`src/rtl/cpu_isa_pkg.sv`:
```
// Shared ISA definitions for the 9-bit pipelined CPU: field widths, opcodes
// and the fetch-stage state encoding.
package cpu_isa_pkg;

  localparam int PC_W    = 16;
  localparam int INSTR_W = 9;
  localparam int OP_W    = 5;

  localparam logic [OP_W-1:0] NOP_OP  = 5'b00000;
  localparam logic [OP_W-1:0] LDI_OP  = 5'b00001;
  localparam logic [OP_W-1:0] ADD_OP  = 5'b00010;
  localparam logic [OP_W-1:0] SUB_OP  = 5'b00011;
  localparam logic [OP_W-1:0] AND_OP  = 5'b00100;
  localparam logic [OP_W-1:0] OR_OP   = 5'b00101;
  localparam logic [OP_W-1:0] LD_OP   = 5'b00110;
  localparam logic [OP_W-1:0] ST_OP   = 5'b00111;
  localparam logic [OP_W-1:0] BEQ_OP  = 5'b10000;
  localparam logic [OP_W-1:0] BNE_OP  = 5'b10001;
  localparam logic [OP_W-1:0] JMP_OP  = 5'b11000;
  localparam logic [OP_W-1:0] HALT_OP = 5'b11010;

  typedef enum logic [1:0] {
    IDLE,
    RUN,
    HALTED
  } fetch_state_e;

  function automatic logic [OP_W-1:0] opcode_of(input logic [INSTR_W-1:0] instr);
    return instr[INSTR_W-1 -: OP_W];
  endfunction

endpackage

```
`src/rtl/fetch_sequencer_if.sv`:
```
// Fetch-stage bus: control inputs, ROM address/data and the IF/ID register.
// master = fetch_sequencer, slave = surrounding pipeline/ROM.
interface fetch_sequencer_if;
  import cpu_isa_pkg::*;

  logic               start;
  logic               stall;
  logic               redirect_valid;
  logic [PC_W-1:0]    redirect_pc;
  logic [PC_W-1:0]    rom_pc;
  logic [INSTR_W-1:0] rom_instr;
  logic               if_valid;
  logic [INSTR_W-1:0] if_instr;
  logic [PC_W-1:0]    if_pc;
  logic               halted;
  logic               busy;

  modport master (
    input  start, stall, redirect_valid, redirect_pc, rom_instr,
    output rom_pc, if_valid, if_instr, if_pc, halted, busy
  );

  modport slave (
    output start, stall, redirect_valid, redirect_pc, rom_instr,
    input  rom_pc, if_valid, if_instr, if_pc, halted, busy
  );
endinterface

```
`src/rtl/fetch_perf_counter.sv`:
```
// Saturating 16-bit event counter with synchronous clear (clear beats inc).
module fetch_perf_counter (
  input  logic        clk,
  input  logic        reset,
  input  logic        clr,
  input  logic        inc,
  output logic [15:0] count
);
  logic [15:0] count_q, count_d;

  always_comb begin
    count_d = count_q;
    if (clr)
      count_d = '0;
    else if (inc && count_q != 16'hFFFF)
      count_d = count_q + 16'd1;
  end

  always_ff @(posedge clk or posedge reset) begin
    if (reset) count_q <= '0;
    else       count_q <= count_d;
  end

  assign count = count_q;
endmodule

```
`src/rtl/fetch_sequencer.sv`:
```
// Instruction-fetch controller: drives the ROM address, fills IF/ID, honours
// stall/redirect, freezes on HALT. FETCH_SEQUENCER_PERF_CNT_EN adds counters.
module fetch_sequencer
  import cpu_isa_pkg::*;
#(
  parameter logic [PC_W-1:0] START_PC = 16'd1
) (
  input  logic               clk,
  input  logic               reset,
`ifdef FETCH_SEQUENCER_PERF_CNT_EN
  output logic [15:0]        fetch_count,
  output logic [15:0]        stall_count,
`endif
  fetch_sequencer_if.master  bus
);

  fetch_state_e       state_q, state_d;
  logic [PC_W-1:0]    pc_q, pc_d;
  logic               if_valid_q, if_valid_d;
  logic [INSTR_W-1:0] if_instr_q, if_instr_d;
  logic [PC_W-1:0]    if_pc_q, if_pc_d;
  logic               halted_q, halted_d;
  logic               busy_q, busy_d;

  // NOTE: every target gets a default first so no path leaves it unassigned,
  // which would infer a latch.
  always_comb begin
    state_d    = state_q;
    pc_d       = pc_q;
    if_valid_d = if_valid_q;
    if_instr_d = if_instr_q;
    if_pc_d    = if_pc_q;
    halted_d   = halted_q;
    busy_d     = busy_q;

    unique case (state_q)
      IDLE: begin
        if (bus.start) begin
          pc_d    = START_PC;
          state_d = RUN;
          busy_d  = 1'b1;
        end
      end
      RUN: begin
        if (bus.redirect_valid) begin
          pc_d       = bus.redirect_pc;
          if_valid_d = 1'b0;
        end else if (!bus.stall) begin
          if_instr_d = bus.rom_instr;
          if_pc_d    = pc_q;
          if_valid_d = 1'b1;
          // HALT parks the PC on itself so nothing past it is ever fetched.
          if (opcode_of(bus.rom_instr) == HALT_OP) begin
            state_d  = HALTED;
            halted_d = 1'b1;
          end else begin
            pc_d = pc_q + PC_W'(1);
          end
        end
      end
      HALTED: begin
        if (bus.redirect_valid) begin
          pc_d       = bus.redirect_pc;
          if_valid_d = 1'b0;
          halted_d   = 1'b0;
          state_d    = RUN;
        end else if (!bus.stall) begin
          if_valid_d = 1'b0;
        end
      end
      default: state_d = IDLE;
    endcase
  end

  // NOTE: sequential state uses non-blocking assignments so every flop samples
  // pre-edge values regardless of statement order.
  always_ff @(posedge clk or posedge reset) begin
    if (reset) begin
      state_q    <= IDLE;
      pc_q       <= START_PC;
      if_valid_q <= 1'b0;
      if_instr_q <= '0;
      if_pc_q    <= '0;
      halted_q   <= 1'b0;
      busy_q     <= 1'b0;
    end else begin
      state_q    <= state_d;
      pc_q       <= pc_d;
      if_valid_q <= if_valid_d;
      if_instr_q <= if_instr_d;
      if_pc_q    <= if_pc_d;
      halted_q   <= halted_d;
      busy_q     <= busy_d;
    end
  end

  assign bus.rom_pc   = pc_q;
  assign bus.if_valid = if_valid_q;
  assign bus.if_instr = if_instr_q;
  assign bus.if_pc    = if_pc_q;
  assign bus.halted   = halted_q;
  assign bus.busy     = busy_q;

`ifdef FETCH_SEQUENCER_PERF_CNT_EN
  logic perf_clr, fetch_inc, stall_inc;

  assign perf_clr  = (state_q == IDLE) && bus.start;
  assign fetch_inc = (state_q == RUN) && !bus.redirect_valid && !bus.stall;
  assign stall_inc = (state_q == RUN) && !bus.redirect_valid && bus.stall;

  fetch_perf_counter u_fetch_cnt (
    .clk   (clk),
    .reset (reset),
    .clr   (perf_clr),
    .inc   (fetch_inc),
    .count (fetch_count)
  );

  fetch_perf_counter u_stall_cnt (
    .clk   (clk),
    .reset (reset),
    .clr   (perf_clr),
    .inc   (stall_inc),
    .count (stall_count)
  );
`endif

endmodule

```
`src/flat_wrapper.sv`:
```
// flat-port wrapper written by rule: the top's interface ports become plain ports
module fetch_sequencer_flat import cpu_isa_pkg::*;
#(
  parameter logic [PC_W-1:0] START_PC = 16'd1
)
  (clk, reset, bus_start, bus_stall, bus_redirect_valid, bus_redirect_pc, bus_rom_instr, bus_rom_pc, bus_if_valid, bus_if_instr, bus_if_pc, bus_halted, bus_busy);
  fetch_sequencer_if bus_i ();
  input  logic clk;
  input  logic reset;
  input wire logic [$bits(bus_i.start)-1:0] bus_start;
  input wire logic [$bits(bus_i.stall)-1:0] bus_stall;
  input wire logic [$bits(bus_i.redirect_valid)-1:0] bus_redirect_valid;
  input wire logic [$bits(bus_i.redirect_pc)-1:0] bus_redirect_pc;
  input wire logic [$bits(bus_i.rom_instr)-1:0] bus_rom_instr;
  output wire logic [$bits(bus_i.rom_pc)-1:0] bus_rom_pc;
  output wire logic [$bits(bus_i.if_valid)-1:0] bus_if_valid;
  output wire logic [$bits(bus_i.if_instr)-1:0] bus_if_instr;
  output wire logic [$bits(bus_i.if_pc)-1:0] bus_if_pc;
  output wire logic [$bits(bus_i.halted)-1:0] bus_halted;
  output wire logic [$bits(bus_i.busy)-1:0] bus_busy;
  assign bus_i.start = bus_start;
  assign bus_i.stall = bus_stall;
  assign bus_i.redirect_valid = bus_redirect_valid;
  assign bus_i.redirect_pc = bus_redirect_pc;
  assign bus_i.rom_instr = bus_rom_instr;
  assign bus_rom_pc = bus_i.rom_pc;
  assign bus_if_valid = bus_i.if_valid;
  assign bus_if_instr = bus_i.if_instr;
  assign bus_if_pc = bus_i.if_pc;
  assign bus_halted = bus_i.halted;
  assign bus_busy = bus_i.busy;
  fetch_sequencer #(.START_PC(START_PC)) u_core (.clk(clk), .reset(reset), .bus(bus_i));
endmodule
```
`config.mk`:
```
export PLATFORM = sky130hd
export DESIGN_NAME = fetch_sequencer_flat
export DESIGN_NICKNAME = d
export VERILOG_FILES = /design/src/rtl/cpu_isa_pkg.sv /design/src/rtl/fetch_sequencer_if.sv /design/src/rtl/fetch_perf_counter.sv /design/src/rtl/fetch_sequencer.sv /design/src/flat_wrapper.sv
export SDC_FILE = /design/constraint.sdc
export NUM_CORES = 1
export LEC_CHECK = 0
export ABC_AREA = 1
export CORE_ASPECT_RATIO = 1.25
export CORE_UTILIZATION = 47
export CTS_CLUSTER_SIZE = 24
export DETAILED_ROUTE_END_ITERATION = 16
export PLACE_DENSITY = 0.85
export SYNTH_ARGS = -nofsm -noshare
export SYNTH_HDL_FRONTEND = slang
export SYNTH_SLANG_ARGS = --single-unit
```
`constraint.sdc`:
```
create_clock -name clk -period 1.9 [get_ports clk]
set_input_delay 0.285 -clock clk [delete_from_list [all_inputs] [get_ports clk]]
set_output_delay 0.285 -clock clk [all_outputs]
set_load 0.03 [all_outputs]
```
==> flow_metrics.env, run 1 <==
export IMPL_ant_nets=0
export IMPL_synthFlopType="dfrtp_1"
export IMPL_ys_seq_area_share_pct=47.8
export IMPL_row_count=28
export IMPL_final_common_cell="nand2_1"
export IMPL_cp_start_kind="flip-flop"
export IMPL_clk_insertion_delay_late_ps=290
export IMPL_rsz0062_at_grt="false"
export IMPL_num_vias=2381
export IMPL_die_width_um=66.1
export IMPL_path_buf_inv=1
export IMPL_r2r_start="u_core.state_q[1]"
export IMPL_die_area_mm2=0.00543
export IMPL_port_buffers=73
export IMPL_crit_chain="clkdlybuf4s50_1"
export IMPL_ys_warn_count=0
export IMPL_async_reset_ff_share_pct=100
export IMPL_power_per_cell_area_mw_per_mm2=1740
export IMPL_peakVddDrop_mv=1.02
export IMPL_finalCriticalPeriod_ps=1840
export IMPL_worstSetupPathType="flip-flop to output pin"
export IMPL_worst_pin_slew_ps=345
export IMPL_clk_pin_slew_worst_paths_ps=80
export IMPL_cpPeakStageDelay_ps=680
export IMPL_h_tree_depth=2
export IMPL_viasPerCell=5.18
export IMPL_layout_drive_gt1_share_pct=6.25
export IMPL_hold_path_class="input pin to asynchronous set/reset pin"
export IMPL_place_gp_congestion=0.823
export IMPL_grt_start_max_net_pins=47
export IMPL_num_antenna_cells=0
export IMPL_reg2reg_to="u_core.bus.if_instr[8]"
export IMPL_power_leakage_nw=1.59
export IMPL_initial_core_util_pct=49.9
export IMPL_reg2regPathDepth=8
export IMPL_finalHoldViolations=0
export IMPL_yosys_cell_types_count=30
export IMPL_cp_max_fo=5
export IMPL_fin_hold_ws_ps=342
export IMPL_r2r_slack_ps=160
export IMPL_avgSynthCellArea_um2=7.47
export IMPL_fin_skew_ps=4.71
export IMPL_mostFrequentLayoutCells="nand2_1 (151), clkdlybuf4s50_1 (73), dfrtp_1 (45), o21ai_0 (26), inv_1 (24)"
export IMPL_max_clock_freq_ghz=0.543
export IMPL_wirelength_um=6140
export IMPL_grt_overflow_total=0
export IMPL_endpoint_kind="output pin"
export IMPL_syn2layout_area_growth_pct=38.1
export IMPL_first_pass_iters=5
export IMPL_nets=435
export IMPL_grt_total_usage_pct=24.1
export IMPL_synth_edf_count=0
export IMPL_drtIter0Drc=189
export IMPL_setup_viol=0
export IMPL_cp_slowest_cell="clkdlybuf4s50_1"
export IMPL_slew_headroom_pct=76.9
export IMPL_clock_sinks=46
export IMPL_drc=0
export IMPL_ctsResizeCount=0
export IMPL_cp_arrival_ps=1560
export IMPL_drv_slew=0
export IMPL_synthCells=323
export IMPL_die_h_um=82.1
export IMPL_coreArea_mm2=0.00483
export IMPL_numCtsBuffers=5
export IMPL_grt_pass1_vias=2212
export IMPL_clock_root_buffer="clkbuf_8"
export IMPL_antenna_found_initial=0
export IMPL_status="finished, final reports clean"
export IMPL_hpwl_um=4570
export IMPL_cts_buffer_depth=2
export IMPL_syn_num_nets=358
export IMPL_post_cts_buffers=0
export IMPL_ys_ff_latch=46
export IMPL_crit_required_ps=1620
export IMPL_setup_tns_ps=0
export IMPL_cts_tree="yes"
export IMPL_hold_buffers=0
export IMPL_grt_pass1_wl_um=9940
export IMPL_finalCritPeriodShare_pct=96.9
export IMPL_drv_cap=0
export IMPL_cp_top_family="buffers and inverters"
export IMPL_syn_area_mm2=0.00241
export IMPL_io_pins=74
export IMPL_wl_per_cell_um=13.3
-- worst max path at each step --
| stage | start | to | slack, ps | cells after the start |
|---|---|---|---|---|
| 2_1_floorplan | u_core.bus.rom_pc[0] | u_core.bus.rom_pc[10] | 230 | 9 |
| 3_3_place_gp | bus_redirect_valid | u_core.bus.if_instr[8] | 130 | 7 |
| 3_5_place_dp | bus_rom_instr[8] | u_core.bus.rom_pc[6] | 40 | 8 |
| 4_1_cts | u_core.bus.rom_pc[0] | bus_rom_pc[0] | 50 | 1 |
| 5_1_grt | u_core.state_q[1] | u_core.bus.rom_pc[3] | 8 | 8 |
| 6_report | u_core.bus.rom_pc[0] | bus_rom_pc[0] | 60 | 1 |
-- flip-flops by register name (all words and copies together) (netlist names) --
signal,count
u_core.bus.rom_pc,16
u_core.state_q,2
u_core.bus.if_valid,1
u_core.bus.if_pc,16
u_core.bus.if_instr,9
u_core.bus.busy,1
u_core.bus.halted,1
-- cell usage after synthesis, types with 2 or more instances --
cell type,number,area (um^2)
nand2_1,151,567
dfrtp_1,45,1130
o21ai_0,26,130
inv_1,25,93.8
nor2_1,19,71.3
nand3_1,15,75.1
a21oi_1,7,35.0
ha_1,5,62.6
buf_2,4,20.0
clkbuf_1,3,11.3
nand2_2,2,12.5
nand4_1,2,12.5
nor2_2,2,12.5
-- through the flow --
step	power, mW	utilization [%]	std cells	cell area (um^2)	setup slack, ps
3_5_place_dp	5.23	67.2	453	3250	38.1
6_report	5.79	68.9	460	3330	58.6
4_1_cts	5.80	68.8	460	3330	49.7
5_1_grt	6.16	68.9	460	3330	7.90
2_1_floorplan	3.86	-	323	2410	226
3_3_place_gp	5.11	67.2	453	3250	129
-- routing by layer --
layer	routed length [um]	GRT usage, %
met1	2500	29.6
met2	3140	43.1
met4	149	10.2
met3	346	2.34
met5	0	0
-- logic make-up (layout without fill, tap and decap cells) --
family,Yosys count,after routing,synth area share (%)
AOI/OAI and AO/OA,40,40,9.49
adders and majority gates,5,5,2.59
buffers and inverters,35,112,6.28
DFF,46,46,47.8
and+or+nand+nor,197,197,33.9
-- cell type report --
class / instances / area, um^2
well taps: 60 / 75.1
repair buffers: 79 / 813
flip-flops and latches: 46 / 1150
multi-input cells: 242 / 1110
clock inverters: 2 / 10.0
clock buffers: 5 / 68.8
fillers: 409 / 1500
inverters: 26 / 97.6
-- report_power, final --
part | switching (mW) | internal (mW) | total, mW
sequential | 0.434 | 1.43 | 1.86
combinational | 2.03 | 1.33 | 3.36
clock | 0.316 | 0.247 | 0.563
total | 2.78 | 3.01 | 5.79
Note: power is estimated with default switching activity, not from simulation.
==> run 2, diff against run 1 <==
- CORE_UTILIZATION: 47 -> 30
- PLACE_DENSITY: 0.85 -> 0.6
==> run 2 against run 1 <==
Compared with the run above: power shrank 1.8%; clock skew grew 1.2 ps; wire length grew 0.31%; clock-buffer cell count is the same; critical path depth is the same; global-route usage shrank 8.4 points; sequential share of layout area shrank 0.44 points; register-to-register slack gained 20 ps; die area grew 55%; worst hold slack lost 94 ps; sequential power is essentially flat; utilization shrank 26 points; critical path type unchanged.
==> flow_metrics.env, run 2 (synthesized netlist as in run 1, its figures left out) <==
export IMPL_coreArea_mm2=0.00779
export IMPL_grt_pass1_vias=2109
export IMPL_cp_max_fo=5
export IMPL_final_util_pct=43.3
export IMPL_die_width_um=82.2
export IMPL_seq_power_share_pct=32.8
export IMPL_clk_pin_slew_worst_paths_ps=80
export IMPL_netSwitchingFraction_pct=48.1
export IMPL_cpPeakStageDelay_ps=680
export IMPL_rsz0062_at_grt="true"
export IMPL_numCtsBuffers=5
export IMPL_wl_met3_um=132
export IMPL_drtIter0Drc=85
export IMPL_path_buf_inv=1
export IMPL_grt_start_max_net_pins=36
export IMPL_stdcell_count=496
export IMPL_worstSetupPathType="flip-flop to output pin"
export IMPL_endpoint_kind="output pin"
export IMPL_row_count=36
export IMPL_multi_input_area_mm2=0.00111
export IMPL_slew_headroom_pct=77.1
export IMPL_pwr_share_clk_pct=9.9
export IMPL_hold_buffers=0
export IMPL_fin_skew_ps=5.91
export IMPL_io_pins=74
export IMPL_ant_nets=0
export IMPL_clock_root_buffer="clkbuf_8"
export IMPL_peakVddDrop_mv=0.745
export IMPL_hold_path_class="input pin to asynchronous set/reset pin"
export IMPL_grt_total_usage_pct=15.7
export IMPL_mostFrequentLayoutCells="nand2_1 (151), clkdlybuf4s50_1 (73), dfrtp_1 (45), o21ai_0 (26), inv_1 (22)"
export IMPL_grt_pass1_wl_um=10000
export IMPL_dr_wl_met2_um=3040
export IMPL_first_pass_iters=4
export IMPL_routed_top_layer="met4"
export IMPL_die_area_mm2=0.00841
export IMPL_design_area_mm2=0.00337
export IMPL_final_common_cell="nand2_1"
export IMPL_p_total_mw=5.68
export IMPL_viasPerCell=4.53
export IMPL_power_per_cell_area_mw_per_mm2=1680
export IMPL_pwr_share_comb_pct=57.3
export IMPL_max_clock_freq_ghz=0.544
export IMPL_num_vias=2248
export IMPL_dp_cells=489
export IMPL_syn2layout_area_growth_pct=39.8
export IMPL_timing_final_ws_setup_ps=61.9
export IMPL_wl_per_cell_um=12.4
export IMPL_cp_start_kind="flip-flop"
export IMPL_cp_slowest_cell="clkdlybuf4s50_1"
export IMPL_place_area_mm2=0.00329
export IMPL_initial_core_util_pct=31.0
export IMPL_worst_pin_slew_ps=343
export IMPL_antenna_found_initial=0
export IMPL_layout_drive_gt1_share_pct=6.98
export IMPL_num_antenna_cells=0
export IMPL_h_tree_depth=2
export IMPL_drt_met1_wl_um=2880
export IMPL_nets=436
export IMPL_drc=0
export IMPL_post_cts_buffers=0
export IMPL_cp_top_family="buffers and inverters"
export IMPL_wirelength_um=6150
export IMPL_place_gp_congestion=0.861
export IMPL_hpwl_um=4840
export IMPL_port_buffers=73
export IMPL_finalCriticalPeriod_ps=1840
export IMPL_clock_sinks=46
export IMPL_setup_viol=0
export IMPL_pre_cts_ws_ps=77.1
export IMPL_drv_slew=0
export IMPL_setup_tns_ps=0
export IMPL_finalHoldViolations=0
export IMPL_cts_tree="yes"
export IMPL_grt_overflow_total=0
export IMPL_p_int_mw=2.95
export IMPL_power_leakage_nw=1.59
export IMPL_die_h_um=102
export IMPL_ctsResizeCount=0
export IMPL_p_sw_mw=2.73
export IMPL_status="finished, final reports clean"
export IMPL_crit_required_ps=1620
export IMPL_ff_latch_area_mm2=0.00115
export IMPL_cp_arrival_ps=1550
export IMPL_fill_cells=818
export IMPL_drv_cap=0
export IMPL_clk_insertion_delay_late_ps=290
export IMPL_finalCritPeriodShare_pct=96.7
export IMPL_crit_chain="clkdlybuf4s50_1"
export IMPL_cts_buffer_depth=2
export IMPL_fin_hold_ws_ps=248
-- run 2: layer usage --
layer	vias up	global-route usage, %
met3	9	1.70
met5	-	0
met2	43	26.6
li1	1176	-
met1	1020	20.4
met4	0	5.80
-- run 2: worst paths after layout --
| kind | from | to | slack (ps) | depth (start not counted) |
|---|---|---|---|---|
| max | u_core.bus.rom_pc[0] | bus_rom_pc[0] | 60 | 1 |
| min | reset | u_core.bus.if_pc[5] | 250 | 2 |
| max reg2reg | u_core.state_q[0] | u_core.bus.rom_pc[14] | 180 | 9 |
| min reg2reg | u_core.bus.busy | u_core.bus.busy | 460 | 1 |
| max in group asynchronous | reset | u_core.bus.rom_pc[0] | 1110 | 3 |
| min in group clk | u_core.bus.busy | u_core.bus.busy | 460 | 1 |
-- run 2: final cells by class --
| class | instances | share of cell area, % |
|---|---|---|
| flip-flops and latches | 46 | 34.2 |
| multi-input cells | 242 | 33.0 |
| repair buffers | 80 | 24.0 |
| well taps | 95 | 3.52 |
| inverters | 26 | 3.00 |
| clock buffers | 5 | 2.04 |
| clock inverters | 2 | 0.297 |
-- run 2: power groups by stage --
stage          logic [mW]  clock network, mW  registers, mW
2_1_floorplan        1.23                  0           2.63
3_3_place_gp         3.23                  0           1.87
3_5_place_dp         3.28                  0           1.88
4_1_cts              3.29              0.593           1.86
5_1_grt              3.56              0.619           1.93
6_report             3.26              0.562           1.86
